===== config.mk =====
export PLATFORM = sky130hd
export DESIGN_NAME = snitch_vfpr_arbiter
export DESIGN_NICKNAME = d
export VERILOG_FILES = /design/src/rtl/snitch_vfpr_pkg.sv /design/src/rtl/snitch_vfpr_id_fifo.sv /design/src/rtl/snitch_vfpr_arbiter.sv
export SDC_FILE = /design/constraint.sdc
export NUM_CORES = 1
export LEC_CHECK = 0
export CAP_MARGIN = 20
export CORE_AREA = 10 10 228 230
export CTS_CLUSTER_SIZE = 20
export DETAILED_ROUTE_END_ITERATION = 8
export DIE_AREA = 0 0 238 240
export GPL_ROUTABILITY_DRIVEN = 0
export PLACE_DENSITY = 0.43
export SYNTH_ARGS = -nofsm -noshare
export SYNTH_HDL_FRONTEND = slang
export SYNTH_HIERARCHICAL = 1
export SYNTH_SLANG_ARGS = --single-unit

===== constraint.sdc =====
create_clock -name clk_i -period 3.4 [get_ports clk_i]
set_input_delay 0.34 -clock clk_i [delete_from_list [all_inputs] [get_ports clk_i]]
set_output_delay 0.34 -clock clk_i [all_outputs]
set_load 0.01 [all_outputs]

===== src/rtl/snitch_vfpr_pkg.sv =====
// Shared types and constants for the vector FP register file request arbiter.
package snitch_vfpr_pkg;

  // Default number of requesters sharing the VFPR write port
  localparam int unsigned NumVfprReq = 3;

  // Requester slot assignment
  localparam int unsigned VfprReqFpu = 0;
  localparam int unsigned VfprReqSsr = 1;
  localparam int unsigned VfprReqLsu = 2;

  // Port geometry of the VFPR TCDM-style interface
  localparam int unsigned VfprAddrWidth = 5;
  localparam int unsigned VfprDataWidth = 64;
  localparam int unsigned VfprStrbWidth = VfprDataWidth / 8;
  localparam int unsigned VfprUserWidth = 4;

  typedef struct packed {
    logic [VfprAddrWidth-1:0] addr;
    logic                     write;
    logic [VfprDataWidth-1:0] data;
    logic [VfprStrbWidth-1:0] strb;
    logic [VfprUserWidth-1:0] user;
  } vfpr_tcdm_q_t;

  typedef struct packed {
    logic         q_valid;
    vfpr_tcdm_q_t q;
  } vfpr_tcdm_req_t;

  typedef struct packed {
    logic [VfprDataWidth-1:0] data;
  } vfpr_tcdm_p_t;

  typedef struct packed {
    logic         q_ready;
    logic         p_valid;
    vfpr_tcdm_p_t p;
  } vfpr_tcdm_rsp_t;

endpackage


===== src/rtl/snitch_vfpr_id_fifo.sv =====
// Requester-ID FIFO: remembers who owns each in-flight transaction.
// Registered head, no fall-through; pushes when full and pops when empty are ignored.
module snitch_vfpr_id_fifo #(
  parameter  int unsigned Width = 2,
  parameter  int unsigned Depth = 4,
  localparam int unsigned CntW  = $clog2(Depth + 1),
  localparam int unsigned PtrW  = (Depth > 1) ? $clog2(Depth) : 1
) (
  input  logic             clk_i,
  input  logic             rst_i,
  input  logic             push_i,
  input  logic [Width-1:0] data_i,
  input  logic             pop_i,
  output logic [Width-1:0] data_o,
  output logic             full_o,
  output logic             empty_o,
  output logic [CntW-1:0]  usage_o
);

  logic [Width-1:0] mem_q [Depth];
  logic [PtrW-1:0]  wr_ptr_q, wr_ptr_d;
  logic [PtrW-1:0]  rd_ptr_q, rd_ptr_d;
  logic [CntW-1:0]  usage_q, usage_d;
  logic             do_push, do_pop;

  assign full_o  = (usage_q == CntW'(Depth));
  assign empty_o = (usage_q == '0);
  assign usage_o = usage_q;
  assign data_o  = mem_q[rd_ptr_q];

  assign do_push = push_i & ~full_o;
  assign do_pop  = pop_i & ~empty_o;

  // Next-state for pointers and fill level, wrapping at Depth (need not be a power of two)
  always_comb begin
    wr_ptr_d = wr_ptr_q;
    rd_ptr_d = rd_ptr_q;
    usage_d  = usage_q;
    if (do_push) wr_ptr_d = (wr_ptr_q == PtrW'(Depth - 1)) ? '0 : wr_ptr_q + PtrW'(1);
    if (do_pop)  rd_ptr_d = (rd_ptr_q == PtrW'(Depth - 1)) ? '0 : rd_ptr_q + PtrW'(1);
    case ({do_push, do_pop})
      2'b10:   usage_d = usage_q + CntW'(1);
      2'b01:   usage_d = usage_q - CntW'(1);
      default: usage_d = usage_q;
    endcase
  end

  // Pointer and fill-level registers
  always_ff @(posedge clk_i) begin
    if (rst_i) begin
      wr_ptr_q <= '0;
      rd_ptr_q <= '0;
      usage_q  <= '0;
    end else begin
      wr_ptr_q <= wr_ptr_d;
      rd_ptr_q <= rd_ptr_d;
      usage_q  <= usage_d;
    end
  end

  // Storage; contents are don't-care while empty, so no reset
  always_ff @(posedge clk_i) begin
    if (do_push) mem_q[wr_ptr_q] <= data_i;
  end

endmodule


===== src/rtl/snitch_vfpr_arbiter.sv =====
// Round-robin arbiter sharing the VFPR request port between NumReq requesters.
// Grants lock while a request stalls; in-order responses are routed back by ID.
module snitch_vfpr_arbiter
  import snitch_vfpr_pkg::*;
#(
  parameter  int unsigned NumReq         = NumVfprReq,
  parameter  int unsigned MaxOutstanding = 4,
  parameter  type         tcdm_req_t     = vfpr_tcdm_req_t,
  parameter  type         tcdm_rsp_t     = vfpr_tcdm_rsp_t,
  localparam int unsigned IdWidth        = (NumReq > 1) ? $clog2(NumReq) : 1,
  localparam int unsigned CntW           = $clog2(MaxOutstanding + 1)
) (
  input  logic                   clk_i,
  input  logic                   rst_i,
  input  tcdm_req_t [NumReq-1:0] req_i,
  output tcdm_rsp_t [NumReq-1:0] rsp_o,
  output tcdm_req_t              vfpr_req_o,
  input  tcdm_rsp_t              vfpr_rsp_i,
  output logic [CntW-1:0]        outstanding_o
);

  logic [IdWidth-1:0] rr_q, rr_d;
  logic               lock_q, lock_d;
  logic [IdWidth-1:0] lock_id_q, lock_id_d;

  logic [IdWidth-1:0] win_id;
  logic               win_valid;
  logic               gnt_ok, hs, pop;
  logic               fifo_full, fifo_empty;
  logic [IdWidth-1:0] head_id;

  // Winner pick: a locked requester keeps the grant; otherwise first valid at/after rr_q
  always_comb begin
    int unsigned cand;
    cand      = 0;
    win_id    = lock_id_q;
    win_valid = 1'b0;
    if (lock_q) begin
      // A dropped valid leaves no winner this cycle; the lock then clears
      win_valid = req_i[lock_id_q].q_valid;
    end else begin
      win_id = '0;
      for (int k = 0; k < NumReq; k++) begin
        cand = (int'(rr_q) + k) % NumReq;
        if (!win_valid && req_i[cand].q_valid) begin
          win_valid = 1'b1;
          win_id    = IdWidth'(cand);
        end
      end
    end
  end

  // A full ID FIFO blocks the grant outright, even when a response pops in the same cycle
  assign gnt_ok = win_valid & ~fifo_full & ~rst_i;
  assign hs     = gnt_ok & vfpr_rsp_i.q_ready;
  assign pop    = vfpr_rsp_i.p_valid & ~fifo_empty & ~rst_i;

  // Pointer and lock next-state; the lock also holds across a full-FIFO stall so q stays put
  always_comb begin
    rr_d      = rr_q;
    lock_d    = lock_q;
    lock_id_d = lock_id_q;
    if (hs) begin
      rr_d   = (win_id == IdWidth'(NumReq - 1)) ? '0 : win_id + IdWidth'(1);
      lock_d = 1'b0;
    end else if (win_valid) begin
      lock_d    = 1'b1;
      lock_id_d = win_id;
    end else begin
      lock_d = 1'b0;
    end
  end

  // Arbitration state registers
  always_ff @(posedge clk_i) begin
    if (rst_i) begin
      rr_q      <= '0;
      lock_q    <= 1'b0;
      lock_id_q <= '0;
    end else begin
      rr_q      <= rr_d;
      lock_q    <= lock_d;
      lock_id_q <= lock_id_d;
    end
  end

  snitch_vfpr_id_fifo #(
    .Width (IdWidth),
    .Depth (MaxOutstanding)
  ) i_id_fifo (
    .clk_i   (clk_i),
    .rst_i   (rst_i),
    .push_i  (hs),
    .data_i  (win_id),
    .pop_i   (pop),
    .data_o  (head_id),
    .full_o  (fifo_full),
    .empty_o (fifo_empty),
    .usage_o (outstanding_o)
  );

  // Downstream request: winner's q fields pass through untouched
  always_comb begin
    vfpr_req_o         = req_i[win_id];
    vfpr_req_o.q_valid = gnt_ok;
  end

  // Upstream responses: ready to the winner only, response data to the FIFO head only
  always_comb begin
    for (int i = 0; i < NumReq; i++) begin
      rsp_o[i]         = '0;
      rsp_o[i].p.data  = vfpr_rsp_i.p.data;
      rsp_o[i].q_ready = hs && (win_id == IdWidth'(i));
      rsp_o[i].p_valid = pop && (head_id == IdWidth'(i));
    end
  end

  // Protocol monitors: both conditions are tolerated by the logic but flag a misbehaving neighbour
  always_ff @(posedge clk_i) begin
    if (!rst_i) begin
      a_no_orphan: assert (!(vfpr_rsp_i.p_valid && fifo_empty))
        else $warning("vfpr_arbiter: orphan response dropped");
      a_hold_valid: assert (!(lock_q && !req_i[lock_id_q].q_valid))
        else $warning("vfpr_arbiter: requester %0d dropped q_valid before ready", lock_id_q);
    end
  end

endmodule

==> results of run 1 <==
[where the power goes]
| part | internal (mW) | switching (mW) |
|---|---|---|
| Clock | 0.234 | 0.0967 |
| Combinational | 0.995 | 0.821 |
| Sequential | 0.289 | 0.0179 |
[synth_stat cells, types with 3 or more instances]
cell type                     n
sky130_fd_sc_hd__o21ai_0      3
sky130_fd_sc_hd__nor3_1       4
sky130_fd_sc_hd__and2_1       4
sky130_fd_sc_hd__buf_2       14
sky130_fd_sc_hd__nor2_1      15
sky130_fd_sc_hd__mux2i_1     86
sky130_fd_sc_hd__a21oi_1      5
sky130_fd_sc_hd__nand2_1      6
sky130_fd_sc_hd__edfxtp_1     8
sky130_fd_sc_hd__buf_4      195
sky130_fd_sc_hd__buf_1        3
sky130_fd_sc_hd__nor3b_1      4
sky130_fd_sc_hd__ha_1         8
sky130_fd_sc_hd__buf_6        9
sky130_fd_sc_hd__inv_1       14
sky130_fd_sc_hd__dfxtp_1     14
sky130_fd_sc_hd__o2bb2ai_2   80
[logic make-up (layout without fill, tap and decap cells)]
| logic type | count (synthesis) | count (layout) |
|---|---|---|
| other | 0 | 4 |
| buffers and inverters | 237 | 410 |
| flip-flops | 22 | 22 |
| adder cells (fa/ha/maj) | 10 | 10 |
| AND/OR/NAND/NOR | 43 | 43 |
| AO/OA/AOI/OAI | 104 | 104 |
| XOR/XNOR | 2 | 2 |
| multiplexers | 90 | 90 |
[through the flow]
| step | TNS, ns | worst slack [ns] | instance area, sq um | cells |
|---|---|---|---|---|
| floorplan | 0 | 0.527 | 4920 | 508 |
| global placement | -0.224 | -0.0598 | 7950 | 1287 |
| detailed placement | -0.190 | -0.0724 | 7950 | 1287 |
| CTS | 0 | 0.00126 | 8200 | 1296 |
| global route | -0.00268 | -0.00268 | 8360 | 1296 |
| finish | 0 | 0.0796 | 8370 | 1300 |
[final timing paths]
check	start	to	slack (ns)	cells past startpoint
worst max-delay path	rr_q[0]$_SDFFE_PP0P_	vfpr_req_o[46]	0.08	8
worst min-delay path	i_id_fifo/rd_ptr_q[0]$_SDFFE_PP0P_	i_id_fifo/rd_ptr_q[0]$_SDFFE_PP0P_	0.50	2
worst max register to register	rr_q[0]$_SDFFE_PP0P_	i_id_fifo/usage_o[2]$_SDFFE_PP0P_	0.35	14
worst min register to register	i_id_fifo/rd_ptr_q[0]$_SDFFE_PP0P_	i_id_fifo/rd_ptr_q[0]$_SDFFE_PP0P_	0.50	2
[repair_timing]
action | CTS | global route
gates cloned | 2 | 0
hold endpoints to repair | 0 | 0
gates resized for setup | 22 | 59
pin swaps | 1 | 1
setup endpoints to repair | 70 | 60
setup buffers | 3 | 0
[worst max-delay path, stage by stage, from the launching register on]
cell and delay [ns]:
sky130_fd_sc_hd__dfxtp_1 0.37, sky130_fd_sc_hd__inv_1 0.06, sky130_fd_sc_hd__ha_2 0.33, sky130_fd_sc_hd__maj3_2 0.31
sky130_fd_sc_hd__o221a_1 0.26, sky130_fd_sc_hd__mux2_8 0.33, sky130_fd_sc_hd__buf_12 0.20, sky130_fd_sc_hd__o2bb2ai_2 0.18
sky130_fd_sc_hd__clkdlybuf4s50_1 0.62
[layer usage]
metal	global-route usage	wire, microns
met1	0.0906	9780
met3	0.0539	3690
met4	0.00485	86
met2	0.146	12800
met5	0	53
[state kept, by name, summed over array words and instances, names as in the netlist, named ones only]
| register | flops |
|---|---|
| i_id_fifo/mem_q | 8 |
| i_id_fifo/usage_o | 3 |
| i_id_fifo/rd_ptr_q | 2 |
| i_id_fifo/wr_ptr_q | 2 |
| lock_id_q | 2 |
| rr_q | 2 |
| lock_q | 1 |
[cell type report]
cell class                      instances  share of cell area
Clock buffer                            3             0.00897
Multi-Input combinational cell        249               0.333
Sequential cell                        22              0.0622
Tap cell                              615              0.0919
Inverter                               14             0.00628
Clock inverter                          1             0.00359
Antenna cell                            4             0.00120
Timing Repair Buffer                  392               0.493
==> out/results.txt, run 1 <==
In this run the static leakage power is 3.31 nW. Number of flip-flops and latches in the synthesized netlist: 22. Leaving out fill and tap cells, the most frequent cells in the layout are 269 x sky130_fd_sc_hd__clkdlybuf4s50_1, 79 x sky130_fd_sc_hd__mux2i_1, 79 x sky130_fd_sc_hd__o2bb2ai_2, 57 x sky130_fd_sc_hd__dlymetal6s2s_1, 41 x sky130_fd_sc_hd__buf_4. The fraction of final layout cells with drive strength greater than 1 works out to 0.233.

The tools report the count of hold buffers inserted by post-cts repair as 0. The average size of a mapped cell is 9.68 sq um. Clock skew on the completed layout was measured at 0.00567 ns.

The flow ran to the end, and the final reports show no timing, DRC or antenna violations. At the worst endpoint, the required time is 3.06 ns. Pin placement for this block handled 601 I/O pins.

The cell at the root of the clock tree was sky130_fd_sc_hd__clkbuf_16. The run gives 0 as the number of setup violations in the final report. The average via count per standard cell was 3.21. Max-cap violations in this run came to 0.

The max-slew headroom at the worst pin is 0.672. The async set-or-reset flop fraction in the synthesized netlist works out to 0. STA classifies the critical path startpoint as a flip-flop. The tools report the number of nets in the layout as 1008.

The largest family of logic cells by synthesized area was buffers and inverters. Relative to the synthesized area, the layout overhead comes to 70.2%. The number of warnings reported in the yosys synthesis log was 6; the maximum net fanout on the critical path was 59. Final critical path time including I/O delays and setup: 3.32 ns. The post-synthesis mux area share works out to 0.190. The fraction of the mapped netlist area in simple logic gates came out at 0.0483.

The post-route core utilization is 0.177, and the final clock period utilization by the worst path is 0.977. The total number of vias came out at 4168. Synthesis produced a netlist with a net count of 834.

The logs give 508 for the instance count of the mapped netlist and 0 for the total overflow reported by the global router. Dividing the detail-routed wire length by the instance count gives 20.3 microns. The number of H-tree branching levels came out at 1. Detailed placement finished with a half-perimeter wire length of 23.5 mm. The count of distinct cell types in the synthesized netlist was 43; the clock input transition at the sequential cells of the worst setup and hold paths was 0.06 ns. The logs give 57100 sq um for the area of the die and 0 for the remaining number of nets flagged by the antenna check after routing. For the via count of the first global-routing pass, the log shows 4725.

For the sequential area share after synthesis, the log shows 0.106. The DRC violation total after the first TritonRoute iteration is 135, and the overall die width is 238 microns. The sequential cells in the finished layout cover a total of 520 sq um. The compound-gate portion of the synthesized area is 0.279.

TritonCTS built the clock tree. The die outline height was 240 microns; the sum of routed wire length over all layers was 26.4 mm. At the pin with the least slew margin, the transition time is 0.492 ns.

The layout has 5330 filler cells. The count of port buffers added during placement came out at 344. The final number of max-transition violations is 0. The region available for standard cell placement spans 47300 sq um.

The commonest register cell after synthesis was sky130_fd_sc_hd__dfxtp_1. The dominant cell type by area after synthesis is sky130_fd_sc_hd__buf_4. Counting the buffers created by CTS gives 3. Adder-cell share of the synthesized area: 0.0267. The power per cell area was 293 nW/um^2. Setup repair after global routing could not meet its margin everywhere. Top cell type's share of synthesized area: 0.298.

The worst hold path belongs to the class reg -> reg. The tools report the type of element capturing the critical path as an output port. Global router's overall resource usage: 0.0850. The global-route wire length before repair is 35.6 mm, and the number of placement rows is 80.

The final hold slack is 0.497 ns, and the total power is 2.45 mW. Maximum buffer depth of the clock tree: 2. For this run, design rule violations remaining after detail routing come to 0.

Entering global routing, the biggest net connects 60 pins. The kind of critical path was reg -> out. The maximum resistive drop on vdd is 0.000218 V, and the share of the synthesized netlist area taken by xor and xnor gates is 0.00356.

The logs give 5 for the number of antenna violations at the first check in global routing and 4920 sq um for the cell area after synthesis. Yosys mapped a number of flops with a built-in enable equal to 8. The starting density of the core is 0.104. STA puts the critical path data arrival time at 2.98 ns. By area the synthesized netlist is led by sky130_fd_sc_hd__buf_4 30%, sky130_fd_sc_hd__o2bb2ai_2 24%, sky130_fd_sc_hd__mux2i_1 18%. The tools report the area of the multi-input gates as 2790 sq um. At the later pin of the worst-skew pair, clock insertion delay measures 0.26 ns.

The commonest non-fill, non-tap cell in the layout is sky130_fd_sc_hd__clkdlybuf4s50_1. For this run, the detailed router's first-pass iteration total came to 4. The logs give 0 for the final number of hold-violating endpoints and 22 for the sink count of the clock tree.

Maximum clock rate: 301 MHz.
Power figures use the tool's default switching activity.
==> run 2, diff against run 1 <==
- GPL_TIMING_DRIVEN: not set -> 0
==> run 2 against run 1 <==
Against the previous run:
- count of clock-buffer cells in the layout did not move
- sequential share of layout area fell by 1.6 points
- register-to-register slack barely moved
- combinational power rose by 17%
- global-route usage increased by 2.2 points
- via count is 30% higher
- clock power hardly changed
- hold slack worse by 0.046 ns
- clock skew decreased by 0.0014 ns
- non-clock buffer count increased by 369
- power up 12%
- setup slack gained 0.052 ns
- critical path type unchanged
- largest power group unchanged
==> out/results.txt, run 2 (synthesized netlist as in run 1, its figures left out) <==
The flow ran to the end, and the final reports show no timing, DRC or antenna violations. The run gives 0.26 ns as the source-to-sink clock delay at the later pin of the worst-skew pair. The sum of routed wire length over all layers is 33.4 mm. The hold path startpoint was rst_i. In the layout the commonest cells are 453 x sky130_fd_sc_hd__clkdlybuf4s50_1, 200 x sky130_fd_sc_hd__buf_4, 82 x sky130_fd_sc_hd__o2bb2ai_2, 77 x sky130_fd_sc_hd__mux2i_1, 72 x sky130_fd_sc_hd__dlygate4sd2_1.

After layout, the design draws a total of 2.76 mW. Worst hold endpoint: i_id_fifo/usage_o[1]$_SDFFE_PP0P_. The internal power of the cells was 1.67 mW. The floorplan step set the die width to 238 microns.

In this run the core area contains 80 standard-cell rows. No sink is reached through more buffers than the 2 on the longest clock path. Entering global routing, the biggest net connects 14 pins. The max-slew headroom at the worst pin was 0.701. The number of H-tree branching levels is 1. After clock tree synthesis, the clock-pin slew on the worst setup and hold paths is 0.06 ns. VDD sags by at most 0.000144 V.

Average via count per standard cell: 3.25. The type of element capturing the critical path was an output port. The starting density of the core came out at 0.104. TritonCTS built the clock tree. The tools report the number of maximum-capacitance constraint violations as 0. The number of flip-flops in the largest register came out at 8. The tools report the terminus of the critical flop-to-flop path as i_id_fifo/usage_o[2]$_SDFFE_PP0P_. The sink count of the clock tree was 22. The final critical path time including I/O delays and setup is 3.27 ns. The total half-perimeter wirelength after legalization and detailed placement is 31.0 mm, and the final hold slack is 0.451 ns. After detailed routing, the average wire length per cell comes to 20.0 microns. The worst register-to-register path has a depth of 14. STA puts the critical path data required time at 3.06 ns.

Walking the worst path, the cells encountered are inv_1 > ha_2 > maj3_2 > o221a_1 > mux2_4 > nor2b_1 > buf_6 > o2bb2ai_2 > clkdlybuf4s50_1. The total clock buffers created by CTS is 3, and the post-synthesis to final-layout area growth is 128%. Final number of max-transition violations: 0. STA classifies the critical path startpoint as a flip-flop. For the number of antenna violations at the first check in global routing, the log shows 5. For this design the total switching power over the nets is 1.08 mW. Slowest stage cell on the critical path: sky130_fd_sc_hd__clkdlybuf4s50_1. Clock skew on the completed layout was measured at 0.00430 ns.

The cell depth of the worst min-delay path was 2; the maximum net fanout on the critical path was 10. The global-route wire length before repair was 45.2 mm; the number of remaining DRC errors was 0. The library cell used most frequently in the layout, excluding fill and tap cells, is sky130_fd_sc_hd__clkdlybuf4s50_1. Hold repair after CTS inserted 0 buffers. Ranked by flip-flop count, first place goes to i_id_fifo/mem_q. Setup repair after global routing left no endpoint under its margin. The logs give 601 for the total I/O pin count and 4 for the count of TritonRoute iterations in the first routing pass.

The clock network power share was 0.120. The critical path is of the reg -> out type. The logs give 0 for the total overflow reported by the global router and 0 for the remaining number of nets flagged by the antenna check after routing. The transition time at the pin with the least slew margin is 0.449 ns, and the DRC violation total after the first TritonRoute iteration is 122. Power spread over the standard cell area amounts to 246 nW/um^2. The tools report the via count of the first global-routing pass as 5964. Clock tree synthesis selected as its root buffer the cell sky130_fd_sc_hd__clkbuf_16.

The count of port buffers added during placement is 535, and the die outline height is 240 microns. The worst stage delay on the critical path was 0.50 ns. The tools report the relative contribution of sequential cells to total power as 0.109. The tools report the number of nets in the layout as 1377. The startpoint identified for the worst register-to-register timing path is rr_q[0]$_SDFFE_PP0P_. The run gives 4.39 nW as the leakage component of the power. The final clock period utilization by the worst path is 0.961. In this run the register-to-register setup slack is 0.35 ns. Path category of the worst min-delay check: in -> reg. Derived from the worst setup path, the maximum achievable clock frequency is 306 MHz.

The area of the core was 47300 sq um; the post-route core utilization was 0.237. For the global router's overall resource usage, the log shows 0.107. The proportion of total power due to net switching came out at 0.393. The fraction of power consumed by combinational cells was 0.771.

The fraction of final layout cells with drive strength greater than 1 is 0.325, and the arrival time at the worst endpoint is 2.93 ns. Setup violations remaining at the end of the flow were counted as 0. The final number of hold-violating endpoints is 0, and the area of the die is 57100 sq um. The detailed router placed 5414 vias in this run.
==> run 2: per-stage QoR <==
step	TNS [ns]	instances	setup slack [ns]	instance area [sq um]
finish	0	1668	0.132	11200
global route	0	1665	0.00244	11200
CTS	0	1665	0.00403	11200
detailed placement	-16.49	1659	-0.494	11100
global placement	-15.00	1658	-0.438	11000
floorplan	0	508	0.527	4920
==> run 2: power by group through the flow <==
stage,Sequential (mW),Clock [mW],Combinational (mW)
floorplan,0.305,0,0.980
global placement,0.307,0,2.28
detailed placement,0.307,0,2.29
CTS,0.301,0.337,2.19
global route,0.303,0.351,2.27
finish,0.301,0.331,2.13
==> run 2: how the worst max path moves through the flow <==
stage	startpoint	end	slack, ns	depth (start not counted)
after global placement	req_i[82]	vfpr_req_o[57]	-0.44	9
after global routing	rr_q[0]$_SDFFE_PP0P_	vfpr_req_o[7]	0.002	10
after detailed placement	req_i[82]	vfpr_req_o[80]	-0.49	10
after CTS	rr_q[0]$_SDFFE_PP0P_	vfpr_req_o[0]	0.004	8
final	rr_q[0]$_SDFFE_PP0P_	vfpr_req_o[0]	0.13	9
after floorplan	rr_q[0]$_SDFFE_PP0P_	i_id_fifo/usage_o[2]$_SDFFE_PP0P_	0.53	14
==> run 2: per-layer routing <==
layer | GRT usage | wire length [microns] | vias to the layer above
li1 | - | - | 2704
met1 | 0.107 | 11600 | 2432
met2 | 0.207 | 18000 | 265
met3 | 0.0503 | 3740 | 9
met4 | 0.00524 | 56 | 4
met5 | 0 | 27 | -
==> run 2: repair_timing <==
item | 4_1_cts | 5_1_grt
pin swaps | 1 | 1
setup buffers | 2 | 0
setup endpoints to repair | 84 | 8
resized for setup | 128 | 9
gates cloned | 0 | 0
==> run 2: critical path: cells and delay by family, from the launching register on <==
kind / cells / cell delay [ns]
AO/OA/AOI/OAI: 2 / 0.42
flip-flops: 1 / 0.36
multiplexers: 1 / 0.34
AND/OR/NAND/NOR: 1 / 0.16
adder cells (fa/ha/maj): 2 / 0.64
buffers and inverters: 3 / 0.74
==> run 2: final cells by class <==
class / instances / area [sq um]
buffer: 223 / 1710
multi-input combinational: 249 / 2760
tap: 615 / 769
clock buffer: 3 / 75.1
clock inverter: 1 / 30.0
antenna: 3 / 7.51
inverter: 14 / 52.6
timing repair buffer: 538 / 5290
sequential: 22 / 520
fill: 5207 / 36100
